$ cat src/rtl/logic_32_serial.sv
// logic_32_serial: multi-cycle AND/OR/NOR/INV unit processing SLICE_WIDTH bits per cycle, LSB slice first.
// Optional PARITY output (running XOR of the result) enabled by defining LOGIC_SERIAL_PARITY_EN.
module logic_32_serial #(
    parameter int DATA_WIDTH  = 32,
    parameter int SLICE_WIDTH = 4
) (
    input  logic                  CLK,
    input  logic                  RST,
    input  logic                  START,
    input  logic [1:0]            OPRN,
    input  logic [DATA_WIDTH-1:0] A,
    input  logic [DATA_WIDTH-1:0] B,
    output logic                  BUSY,
    output logic                  DONE,
    output logic [DATA_WIDTH-1:0] Y,
`ifdef LOGIC_SERIAL_PARITY_EN
    output logic                  PARITY,
`endif
    output logic                  ZERO
);
    localparam int NSLICE = DATA_WIDTH / SLICE_WIDTH;
    localparam int CW = NSLICE > 1 ? $clog2(NSLICE) : 1;
    localparam logic [CW-1:0] LAST = CW'(NSLICE - 1);

    if (SLICE_WIDTH < 1 || SLICE_WIDTH > DATA_WIDTH || (DATA_WIDTH % SLICE_WIDTH) != 0) begin : g_bad_cfg
        $error("SLICE_WIDTH must divide DATA_WIDTH and lie in 1..DATA_WIDTH");
    end

    typedef enum logic [1:0] {IDLE, RUN, FINISH} state_e;

    state_e                  state_q, state_d;
    logic [CW-1:0]           cnt_q, cnt_d;
    logic [DATA_WIDTH-1:0]   a_q, a_d, b_q, b_d, acc_q, acc_d, y_q, y_d;
    logic [1:0]              op_q, op_d;
    logic                    zero_q, zero_d;
    logic [SLICE_WIDTH-1:0]  as, bs, rs;

    // Operands shift right each RUN cycle so the active slice is always the low bits;
    // result slices enter the accumulator from the top and settle LSB-first.
    always_comb begin
        as      = a_q[SLICE_WIDTH-1:0];
        bs      = b_q[SLICE_WIDTH-1:0];
        rs      = op_q == 2'b00 ? (as & bs) :
                  op_q == 2'b01 ? (as | bs) :
                  op_q == 2'b10 ? ~(as | bs) : ~as;
        state_d = state_q;
        cnt_d   = cnt_q;
        a_d     = a_q;
        b_d     = b_q;
        op_d    = op_q;
        acc_d   = acc_q;
        y_d     = y_q;
        zero_d  = zero_q;
        if (state_q == IDLE && START) begin
            state_d = RUN;
            cnt_d   = '0;
            a_d     = A;
            b_d     = B;
            op_d    = OPRN;
            acc_d   = '0;
        end else if (state_q == RUN) begin
            a_d   = a_q >> SLICE_WIDTH;
            b_d   = b_q >> SLICE_WIDTH;
            acc_d = DATA_WIDTH'({rs, acc_q} >> SLICE_WIDTH);
            if (cnt_q == LAST) begin
                state_d = FINISH;
                y_d     = acc_d;
                zero_d  = acc_d == '0;
            end else begin
                cnt_d = cnt_q + 1'b1;
            end
        end else if (state_q == FINISH) begin
            state_d = IDLE;
        end
    end

    always_ff @(posedge CLK) begin
        if (!RST) begin
            state_q <= IDLE;
            cnt_q   <= '0;
            a_q     <= '0;
            b_q     <= '0;
            op_q    <= '0;
            acc_q   <= '0;
            y_q     <= '0;
            zero_q  <= 1'b0;
        end else begin
            state_q <= state_d;
            cnt_q   <= cnt_d;
            a_q     <= a_d;
            b_q     <= b_d;
            op_q    <= op_d;
            acc_q   <= acc_d;
            y_q     <= y_d;
            zero_q  <= zero_d;
        end
    end

`ifdef LOGIC_SERIAL_PARITY_EN
    logic par_q, par_d, parity_q, parity_d;

    always_comb begin
        par_d    = par_q;
        parity_d = parity_q;
        if (state_q == IDLE && START) begin
            par_d = 1'b0;
        end else if (state_q == RUN) begin
            par_d = par_q ^ (^rs);
            if (cnt_q == LAST) parity_d = par_d;
        end
    end

    always_ff @(posedge CLK) begin
        if (!RST) begin
            par_q    <= 1'b0;
            parity_q <= 1'b0;
        end else begin
            par_q    <= par_d;
            parity_q <= parity_d;
        end
    end

    assign PARITY = parity_q;
`endif

    assign BUSY = state_q == RUN;
    assign DONE = state_q == FINISH;
    assign Y    = y_q;
    assign ZERO = zero_q;
endmodule

$ cat config.mk
export PLATFORM = sky130hd
export DESIGN_NAME = logic_32_serial
export DESIGN_NICKNAME = d
export VERILOG_FILES = /design/src/rtl/logic_32_serial.sv
export SDC_FILE = /design/constraint.sdc
export NUM_CORES = 1
export LEC_CHECK = 0
export ABC_AREA = 1
export BUFFER_PORTS_ARGS = -buffer_cell sky130_fd_sc_hd__buf_2
export CORE_MARGIN = 1.5
export CORE_UTILIZATION = 55
export DETAILED_ROUTE_END_ITERATION = 10
export GPL_ROUTABILITY_DRIVEN = 0
export HOLD_SLACK_MARGIN = 0.15
export PLACE_DENSITY = 0.79
export SLEW_MARGIN = 0
export SYNTH_ARGS = -nofsm -noshare
export SYNTH_HDL_FRONTEND = slang
export SYNTH_SLANG_ARGS = --single-unit
$ cat constraint.sdc
create_clock -name CLK -period 3.5 [get_ports CLK]
set_input_delay 0.35 -clock CLK [delete_from_list [all_inputs] [get_ports CLK]]
set_output_delay 0.35 -clock CLK [all_outputs]
set_load 0.005 [all_outputs]
Word level (Yosys, flattened, before mapping)
Index checks and enable logic that the tools add are counted.
Widths: inputs -> output; s select.

operators by class
  bitwise logic cells = 7
  reductions and logical operators = 12
  muxes and demuxes = 11
  equality and inequality tests = 7
  add/sub/neg operators = 1

operator list
  kind                 count
  $mux 32              4
  $logic_not 32->1     1
  $mux 4               3
  $not 4->4            2
  $mux 2               3
  $reduce_and 2->1     3
  $and 4x4->4          1
  $eq 2x1->1 const B   2
  $eq 2x2->1 const B   2
  $logic_not 2->1      2
  $or 4x4->4           1
  $reduce_bool 2->1    2
  $add 3x1->3 const B  1
  $eq 3x3->1 const B   1
  $ne 3x1->1 const B   1
  $not 1->1            3
  $reduce_and 3->1     1
  $reduce_bool 3->1    1
  $ne 2x1->1 const B   1
  $reduce_or 2->1      1
  $logic_and 1x1->1    1
  $mux 1               1

word-level totals
  register bits = 136
  word-level logic and storage cells = 47
  input bits = 69
  output and inout bits = 35

Depth between registers and ports, before layout
Gate-level depths: netlist of the first run.

  depth in word-level cells = 6
  mapped depth = 9
  gate-level depth less buffers = 9

Worst setup path after synthesis of the first run
Ideal clock, no wire load.

  kind = register -> register
  from = register state_q[0]
  to = register a_q[0]
  data required time = 3.380 ns
  clock period less this slack = 1.383 ns
  path buffers = 2
  setup time = 0.120 ns
  slack = 2.117 ns
  stages on the path, launching flop included = 9
  arrival time = 1.264 ns
  cell sequence = dfxtp_1 > inv_1 > ha_1 > nand2_2 > inv_4 > buf_8 > buf_4 > a21oi_1 > a21oi_1

on the way
  cells in the longest elaborated chain, start to end = 3
  elaborated cells between the ends (all ways) = 5
  those cells by class = eq/ne: 1; mux: 1; reduce/logical: 3

RTL lines
  item                                          RTL line  RTL
  start: declaration                            31        state_e state_q, state_d;
  start signal: assignment                      88        state_q <= state_d;
  $logic_not 2->1                               54        if (state_q == IDLE && START) begin
  $logic_and 1x1->1                             54
  $mux 32 or $reduce_bool 2->1 (tied branches)  --
  end signal: assignment                        81        a_q <= '0;
  end signal: assignment                        90        a_q <= a_d;
  end: declaration                              33        logic [DATA_WIDTH-1:0] a_q, a_d, b_q, b_d, acc_q, acc_d, y_q, y_d;

Several ways; a longest one is shown, not always the timed one.
A chain may end at the register's enable or synchronous reset.

Worst setup path after layout of the first run
  from = register state_q[1]
  to = register a_q[9]

The elaborated chain is that of the path after synthesis.

==> run summary, run 1 <==
Worst Tran Pin Value -> 0.738 ns
Initial core utilization -> 56.0%
Crit path max-delay family -> simple AND/OR/NAND/NOR gates
WP buf/inv -> 2
Final Hold Fails -> 0
HP Class -> in2reg
DRT antenna net count -> 0
RSZ-0062 raised after global routing -> false
Die Span Y -> 102 microns
Share of layout cells above drive strength 1 -> 19.4%
CP endpoint kind -> register
H-tree levels -> 4
Switching pwr -> 0.000997 W
Starting DRT DRC Count -> 393
Sw frac -> 26.6%
Ant. Diodes -> 0
Pwr per Cell Area -> 532 nW/um^2
Endpoints failing setup -> 0
Synth Instances -> 706
Ports -> 104
Register-to-Register Path Depth -> 6
Int Pwr -> 0.00275 W
Vias in the first global route -> 5173
CTS Root Cell -> clkbuf_8
Highest Clock Rate -> 445 MHz
Clk slew on worst S/H paths -> 0.06 ns
Post-DP Area -> 5860 sq um
Initial DRT Pass Iterations -> 7
Crit-path max cell delay -> 0.58 ns
Via density -> 5.41
Slew Limit Headroom -> 50.8%
First-pass GRT wire length -> 23.6 mm
Clk_skew -> 0.00938 ns
Clock power share -> 45.5%
Final Hold Slack -> 0.169 ns
CP Class -> reg2reg
RR Endpoint -> a_q[9]
Synth-to-Final Area Change -> 30.0%
Yosys reg bits -> 132
Critical path data required time -> 3.94 ns
Commonest cells after routing, fill and taps aside -> nand2_1, dfxtp_1, buf_2, a21oi_1, dlygate4sd3_1
TritonCTS buffer count -> 17
Register area share after synthesis -> 48.7%
Core Footprint -> 9680 sq um
Final net count -> 919
Post-synth cell types -> 24
Synth Warn # -> 0
Logic pwr share -> 11.5%
Post-Layout Cell Count -> 990
WL/cell -> 14.5 microns
Clock latency on the worst-skew pair -> 0.52 ns
Leak -> 2.81 nW
Detailed Route WL -> 14.3 mm
WHS Path Cells -> 3
Reg2Reg Launch Point -> state_q[1]
Finished Cell Area -> 7050 sq um
Placed insts -> 896
# rows -> 36
Reg area -> 2640 sq um
# fillers -> 695
Clk buf depth -> 2
Hold Crit Endpoint -> a_q[2]
Dpl hpwl -> 8.00 mm
Max FO, Critical Path -> 52
Reg2reg setup slack -> 1.25 ns
Vias -> 5352
Cell area after synthesis -> 5420 sq um
Largest net degree at the start of global routing -> 68
CP max-delay cell -> nor2_8
Setup crit start kind -> register
Clk sink count -> 132
Worst EP arrival -> 2.69 ns
CP cell instances -> inv_1, ha_4, buf_4, nor2_8, nand2_1, a31oi_2
Syn_area_per_cell -> 7.68 sq um
GRT overflow -> 0
Commonest non-fill, non-tap cell in the layout -> nand2_1
Die area -> 10500 sq um
TritonCTS clock tree -> yes
Area of the multi-input gates -> 2380 sq um
Die width -> 102 microns
Worst vdd ir -> 0.287 mV
Min cycle time layout -> 2.25 ns
Post-synthesis net count -> 781
Hold path startpoint -> A[2]
Status -> finished, final reports clean
Setup Buffers After CTS -> 0
PortBufs -> 103
Max cap viols -> 0
Final worst-path cycle share -> 64.2%
DRC -> 0
Initial antenna violation count -> 0
Count of pins over their slew limit -> 0
Tot GR Track Use -> 28.7%
Seq pwr share -> 43.0%
Final setup TNS -> 0 ns
[synth_stat cells, drive strengths merged]
cell,number,share of area (%)
a21oi,85,7.8
a31oi,44,6.2
buf,38,4.5
clkbuf,11,0.76
dfxtp,132,49
ha,6,1.4
inv,33,2.3
nand2,205,15
nand3,51,4.7
nor2,45,3.6
o211a,1,0.18
o21a,1,0.14
o21ai,54,5.0
[what timing repair did]
item | in CTS | in global routing
hold buffers | 61 | 1
gates resized for setup | 0 | 0
hold endpoints to repair | 61 | 1
[power groups by stage]
stage / sequential [W] / combinational [W] / clock, W
after global placement: 0.00164 / 0.000353 / 0
after global routing: 0.00162 / 0.000475 / 0.00180
after detailed placement: 0.00164 / 0.000366 / 0
after CTS: 0.00161 / 0.000421 / 0.00171
final: 0.00161 / 0.000433 / 0.00170
after floorplan: 0.00163 / 0.000288 / 0
[state kept, by name, indices dropped and copies added (netlist names)]
register	flops
state_q	2
ZERO	1
acc_q	28
cnt_q	3
b_q	32
op_q	2
Y	32
a_q	32
[routing by layer]
metal / routed length (microns) / up-vias / GRT usage (%)
met1: 5950 / 2476 / 33.4
li1: - / 2629 / -
met2: 7320 / 218 / 51.7
met4: 277 / 0 / 10.1
met3: 777 / 29 / 6.50
met5: 0 / - / 0
[tightest hold or removal path: stages]
cell,delay (ns)
buf_2,0.09
o21ai_0,0.09
a21oi_1,0.12
[kinds of logic (layout without fill, tap and decap cells)]
group                    Yosys count  count (layout)  share of synthesized area [%]
AO/OA/AOI/OAI                    185             185                           19.4
flip-flops                       132             132                           48.7
AND/OR/NAND/NOR                  301             301                           23.0
adder cells (fa/ha/maj)            6               6                           1.38
buffers and inverters             82             233                           7.54
[per-stage QoR]
stage               utilization, %  power [W]  worst slack, ns
finish                        72.8    0.00375             1.25
global route                  72.8    0.00390             1.05
CTS                           72.7    0.00374             1.31
detailed placement            60.5    0.00201             1.35
global placement              60.5    0.00199             1.45
floorplan                        -    0.00192             2.12
[layout make-up]
class | count | area share (%)
clock inverters | 14 | 2.18
multi-input cells | 492 | 33.8
clock buffers | 18 | 5.93
inverters | 33 | 1.79
repair buffers | 168 | 16.4
well taps | 133 | 2.36
flip-flops and latches | 132 | 37.5
[worst max-delay path by stage]
stage	from	endpoint	slack (ns)	depth (start not counted)
2_1_floorplan	state_q[0]	a_q[0]	2.12	8
3_3_place_gp	state_q[1]	a_q[7]	1.45	6
3_5_place_dp	state_q[1]	cnt_q[1]	1.35	7
4_1_cts	state_q[1]	cnt_q[1]	1.31	7
5_1_grt	state_q[1]	cnt_q[2]	1.05	7
6_report	state_q[1]	a_q[9]	1.25	6
Note: power is estimated with default switching activity, not from simulation.
==> run 2: changes to the inputs <==
- clock period: 3.5 -> 2.36 ns (I/O delays scaled with it)
==> run 2 against run 1 <==
  * Highest routed layer unchanged
  * Via count up 0.67%
  * Register-to-register slack worse by 0.90 ns
  * Clock skew up 0.0011 ns
  * Critical path depth up 1
  * Maximum frequency up 12%
  * Sequential share of layout area down 0.45 points
  * Sequential cell count unchanged
  * Routed wire length up 1.2%
==> run summary, run 2 (synthesis gave the netlist of run 1 again) <==
Share of layout cells above drive strength 1 -> 19.8% (was 19.4%)
Die area -> 10500 sq um (unchanged)
Worst vdd ir -> 0.476 mV (was 0.287 mV)
Die Span Y -> 102 microns (unchanged)
Core Footprint -> 9680 sq um (unchanged)
Clk slew on worst S/H paths -> 0.06 ns (about the same)
Worst EP arrival -> 2.45 ns (was 2.69 ns)
Ports -> 104 (unchanged)
Hold path startpoint -> START (was A[2])
H-tree levels -> 4 (unchanged)
# rows -> 36 (unchanged)
Initial antenna violation count -> 0 (unchanged)
HP Class -> in2reg (unchanged)
TritonCTS clock tree -> yes (unchanged)
Clock latency on the worst-skew pair -> 0.53 ns (was 0.52 ns)
Reg2reg setup slack -> 0.35 ns (was 1.25 ns)
Clk buf depth -> 2 (unchanged)
CP Class -> reg2reg (unchanged)
Detailed Route WL -> 14.5 mm (was 14.3 mm)
Met2 usage -> 51.0% (was 51.7%)
Dpl hpwl -> 8.25 mm (was 8.00 mm)
Largest net degree at the start of global routing -> 61 (was 68)
CP max-delay cell -> nor2_8 (unchanged)
DRT antenna net count -> 0 (unchanged)
Max cap viols -> 0 (unchanged)
Die width -> 102 microns (unchanged)
Place WS -> 0.480 ns (was 1.35 ns)
DRC -> 0 (unchanged)
Synth-to-Final Area Change -> 31.6% (was 30.0%)
Crit-path max cell delay -> 0.54 ns (was 0.58 ns)
Setup crit start kind -> register (unchanged)
Pwr per Cell Area -> 779 nW/um^2 (was 532 nW/um^2)
Final setup TNS -> 0 ns (unchanged)
Clk_skew -> 0.0104 ns (was 0.00938 ns)
CP endpoint kind -> register (unchanged)
Final Power -> 0.00556 W (was 0.00375 W)
Vias -> 5388 (was 5352)
Register-to-Register Path Depth -> 7 (was 6)
Critical Path Start -> state_q[0] (was state_q[1])
Initial core utilization -> 56.0% (unchanged)
Min cycle time layout -> 2.01 ns (was 2.25 ns)
Commonest cells after routing, fill and taps aside -> nand2_1, dfxtp_1, buf_2, a21oi_1, dlygate4sd3_1 (unchanged)
Vias in the first global route -> 5204 (was 5173)
TritonCTS buffer count -> 17 (unchanged)
Slew Limit Headroom -> 55.6% (was 50.8%)
RSZ-0062 raised after global routing -> false (unchanged)
Final WS setup -> 0.348 ns (was 1.25 ns)
Endpoints failing setup -> 0 (unchanged)
GR peak layer -> met2 (unchanged)
Final Hold Fails -> 0 (unchanged)
Final net count -> 929 (was 919)
Count of pins over their slew limit -> 0 (unchanged)
Final worst-path cycle share -> 85.2% (was 64.2%)
Tot GR Track Use -> 29.4% (was 28.7%)
Highest Clock Rate -> 497 MHz (was 445 MHz)
Max FO, Critical Path -> 52 (unchanged)
Met1 GRT Util -> 34.1% (was 33.4%)
Clk sink count -> 132 (unchanged)
PortBufs -> 103 (unchanged)
Critical path data required time -> 2.80 ns (was 3.94 ns)
Leak -> 2.87 nW (was 2.81 nW)
Ant. Diodes -> 0 (unchanged)
Setup crit end -> a_q[11] (was a_q[9])
Placed insts -> 901 (was 896)
Starting DRT DRC Count -> 334 (was 393)
CP cell instances -> inv_1, ha_1, nand2_2, inv_4, nor2_8, nand2_1, a31oi_2 (was inv_1, ha_4, buf_4, nor2_8, nand2_1, a31oi_2)
First-pass GRT wire length -> 23.9 mm (was 23.6 mm)
Via density -> 5.39 (was 5.41)
Initial DRT Pass Iterations -> 5 (was 7)
Reg2Reg Launch Point -> state_q[0] (was state_q[1])
Status -> finished, final reports clean (unchanged)
Commonest non-fill, non-tap cell in the layout -> nand2_1 (unchanged)
WL/cell -> 14.5 microns (about the same)
Grt met3 use -> 7.52% (was 6.50%)
Worst Tran Pin Value -> 0.666 ns (was 0.738 ns)
Post-Layout Cell Count -> 1000 (was 990)
RR Endpoint -> a_q[11] (was a_q[9])
GRT overflow -> 0 (unchanged)
CTS Root Cell -> clkbuf_8 (unchanged)
-- run 2: where the power goes --
part	leakage, nW	switching, W	internal, W
sequential	1.08	0.0000640	0.00233
combinational	1.52	0.000402	0.000256
clock	0.280	0.00105	0.00146
total	2.87	0.00152	0.00404
-- run 2: what timing repair did --
item / 4_1_cts / 5_1_grt
hold buffers: 67 / 0
buffers inserted: 0 / 0
setup endpoints to repair: 0 / 0
resized for setup: 0 / 0
hold endpoints to repair: 71 / 0
-- run 2: layout make-up --
cell class	instances	area, sq um
clock inverters	14	141
well taps	133	166
fillers	700	2550
flip-flops and latches	132	2640
repair buffers	178	1250
clock buffers	18	428
multi-input cells	492	2380
inverters	33	126
-- run 2: critical path, delay by kind of cell, from the launching register on --
| family | cells | cell delay (ns) |
|---|---|---|
| and+or+nand+nor | 3 | 0.83 |
| buffers and inverters | 2 | 0.22 |
| AOI/OAI and AO/OA | 1 | 0.21 |
| adders and majority gates | 1 | 0.22 |
| DFF | 1 | 0.43 |
-- run 2: worst min-delay path by stage --
stage | to | depth (start not counted)
after global placement | b_q[24] | 2
after detailed placement | a_q[3] | 2
after floorplan | a_q[28] | 2
after CTS | state_q[0] | 5
after global routing | state_q[0] | 5
final | state_q[0] | 5
-- run 2: per-stage QoR --
| stage | utilization, % | instance area (sq um) | hold slack (ns) |
|---|---|---|---|
| 2_1_floorplan | - | 5420 | 0.383 |
| 3_3_place_gp | 60.9 | 5890 | 0.449 |
| 3_5_place_dp | 60.9 | 5890 | 0.453 |
| 4_1_cts | 73.7 | 7130 | 0.209 |
| 5_1_grt | 73.7 | 7130 | 0.232 |
| 6_report | 73.7 | 7130 | 0.211 |
-- run 2: routing by layer --
layer,part of all wire [%],up-vias
met2,51,243
li1,-,2647
met3,6.3,38
met5,0,-
met4,2.7,0
met1,40,2460
==> run 3: changes to the inputs <==
- clock period: 2.36 -> 2.15 ns (I/O delays scaled with it)
==> run 3 against run 2 <==
  * Sequential cell count unchanged
  * Sequential share of layout area down 0.51 points
  * Worst hold slack better by 0.019 ns
  * Non-clock buffer count up 4
  * First-iteration DRC count up 7.2%
  * Clock power up 17%
  * Final area up 1.4%
  * Power up 14%
  * Clock skew down 0.0016 ns
  * Via count up 2.4%
  * Sequential power up 10%
==> run summary, run 3 (synthesis gave the netlist of run 1 again) <==
Commonest cells after routing, fill and taps aside -> nand2_1, dfxtp_1, buf_2, a21oi_1, dlygate4sd3_1 (unchanged)
Clk slew on worst S/H paths -> 0.06 ns (about the same)
Detailed Route WL -> 15.8 mm (was 14.5 mm)
Count of pins over their slew limit -> 0 (unchanged)
Clk_skew -> 0.00882 ns (was 0.0104 ns)
HP Class -> in2reg (unchanged)
Pwr per Cell Area -> 875 nW/um^2 (was 779 nW/um^2)
Crit-path max cell delay -> 0.32 ns (was 0.54 ns)
Tot GR Track Use -> 31.5% (was 29.4%)
Register-to-Register Path Depth -> 6 (was 7)
Final Hold Slack -> 0.230 ns (was 0.211 ns)
Reg2reg setup slack -> 0.39 ns (was 0.35 ns)
Via density -> 5.49 (was 5.39)
CP endpoint kind -> primary output (was register)
Dpl hpwl -> 8.44 mm (was 8.25 mm)
PortBufs -> 103 (unchanged)
Clk buf depth -> 2 (unchanged)
GRT overflow -> 0 (unchanged)
Die area -> 10500 sq um (unchanged)
Final worst-path cycle share -> 90.2%
Leak -> 2.91 nW (was 2.87 nW)
Post-DP Area -> 5960 sq um (was 5890 sq um)
Highest Clock Rate -> 516 MHz
Worst EP arrival -> 1.72 ns (was 2.45 ns)
CP max-delay cell -> dfxtp_1 (was nor2_8)
Die Span Y -> 102 microns (unchanged)
Initial core utilization -> 56.0% (unchanged)
CP cell instances -> inv_1, ha_4, buf_12, buf_2 (was inv_1, ha_1, nand2_2, inv_4, nor2_8, nand2_1, a31oi_2)
Commonest non-fill, non-tap cell in the layout -> nand2_1 (unchanged)
Final Hold Fails -> 0 (unchanged)
Hold path startpoint -> START (unchanged)
Initial antenna violation count -> 1 (was 0)
Share of layout cells above drive strength 1 -> 20.2% (was 19.8%)
Critical path data required time -> 1.93 ns (was 2.80 ns)
First-pass GRT wire length -> 25.4 mm (was 23.9 mm)
TritonCTS buffer count -> 17 (unchanged)
Final net count -> 933 (was 929)
Status -> finished, final reports clean (unchanged)
Vias in the first global route -> 5263 (was 5204)
Synth-to-Final Area Change -> 33.4% (was 31.6%)
Reg2Reg Launch Point -> state_q[0] (unchanged)
CP Class -> reg2out (was reg2reg)
Hold Crit Endpoint -> b_q[21] (was state_q[0])
TritonCTS clock tree -> yes (unchanged)
RR Endpoint -> b_q[8] (was a_q[11])
Initial DRT Pass Iterations -> 5 (unchanged)
Final WS setup -> 0.210 ns (was 0.348 ns)
RSZ-0062 raised after global routing -> false (unchanged)
Largest net degree at the start of global routing -> 55 (was 61)
Starting DRT DRC Count -> 358 (was 334)
Final setup TNS -> 0 ns (unchanged)
Slew Limit Headroom -> 57.3% (was 55.6%)
Clock latency on the worst-skew pair -> 0.52 ns (was 0.53 ns)
Core Footprint -> 9680 sq um (unchanged)
H-tree levels -> 4 (unchanged)
Max FO, Critical Path -> 36 (was 52)
Vias -> 5516 (was 5388)
Worst vdd ir -> 0.501 mV (was 0.476 mV)
Place WS -> 0.522 ns (was 0.480 ns)
Die width -> 102 microns (unchanged)
Clk sink count -> 132 (unchanged)
DRT antenna net count -> 0 (unchanged)
DRC -> 0 (unchanged)
Finished Cell Area -> 7230 sq um (was 7130 sq um)
Setup crit start kind -> register (unchanged)
Max cap viols -> 0 (unchanged)
Endpoints failing setup -> 0 (unchanged)
Worst Tran Pin Value -> 0.640 ns (was 0.666 ns)
Min cycle time layout -> 1.94 ns
WHS Path Cells -> 5 (unchanged)
# rows -> 36 (unchanged)
Ports -> 104 (unchanged)
CTS Root Cell -> clkbuf_8 (unchanged)
WL/cell -> 15.7 microns (was 14.5 microns)
## run 3: cell count changes in the layout (fill, tap and decap cells not counted)
cell / previous run / this run
buf_12: 0 / 3
buf_4: 8 / 9
bufinv_16: 1 / 2
clkbuf_8: 2 / 1
clkinv_2: 1 / 0
clkinv_4: 3 / 0
clkinvlp_4: 1 / 2
diode_2: 0 / 1
inv_6: 7 / 6
inv_8: 1 / 5
## run 3: worst max path at each step
| stage | startpoint | to | slack [ns] |
|---|---|---|---|
| final | state_q[1] | BUSY | 0.21 |
| after global routing | state_q[1] | BUSY | 0.16 |
| after CTS | state_q[1] | BUSY | 0.20 |
| after detailed placement | state_q[1] | b_q[5] | 0.52 |
| after global placement | state_q[1] | a_q[14] | 0.60 |
| after floorplan | state_q[0] | a_q[2] | 0.77 |
## run 3: what timing repair did
item,in CTS,in global routing
hold buffers,67,0
gates resized for setup,0,0
endpoints found under the hold margin,71,0
buffers inserted,0,0
## run 3: routing by layer
| metal | vias up | routed length, microns | GRT usage (%) | part of all wire (%) |
|---|---|---|---|---|
| met5 | - | 0 | 0 | 0 |
| met4 | 0 | 523 | 14.5 | 3.3 |
| met3 | 49 | 1070 | 5.68 | 6.8 |
| met2 | 256 | 8160 | 56.7 | 52 |
| met1 | 2555 | 6030 | 36.1 | 38 |
| li1 | 2656 | - | - | - |
## run 3: metrics by stage
step	total power, W	utilization (%)	std cells
after CTS	0.00631	74.7	1004
after global placement	0.00328	61.6	905
after global routing	0.00654	74.7	1005
after floorplan	0.00312	-	706
after detailed placement	0.00330	61.6	905
final	0.00633	74.7	1005
## run 3: cell type report
class	instances	area [sq um]
clock inverter	15	184
antenna	1	2.50
tap	133	166
sequential	132	2640
multi-input combinational	492	2380
timing repair buffer	182	1310
fill	680	2450
inverter	33	126
clock buffer	17	414
## run 3: power by group
| group | switching, W | internal (W) | total (W) |
|---|---|---|---|
| Clock | 0.00123 | 0.00171 | 0.00294 |
| Combinational | 0.000458 | 0.000301 | 0.000758 |
| Sequential | 0.0000757 | 0.00255 | 0.00263 |
| Total | 0.00176 | 0.00457 | 0.00633 |
## run 3: worst max-delay path, delay by kind of cell, from the launching register on
kind,cells,cell delay [ns]
flops,1,0.32
fa+ha+maj,1,0.31
buf+inv,3,0.57
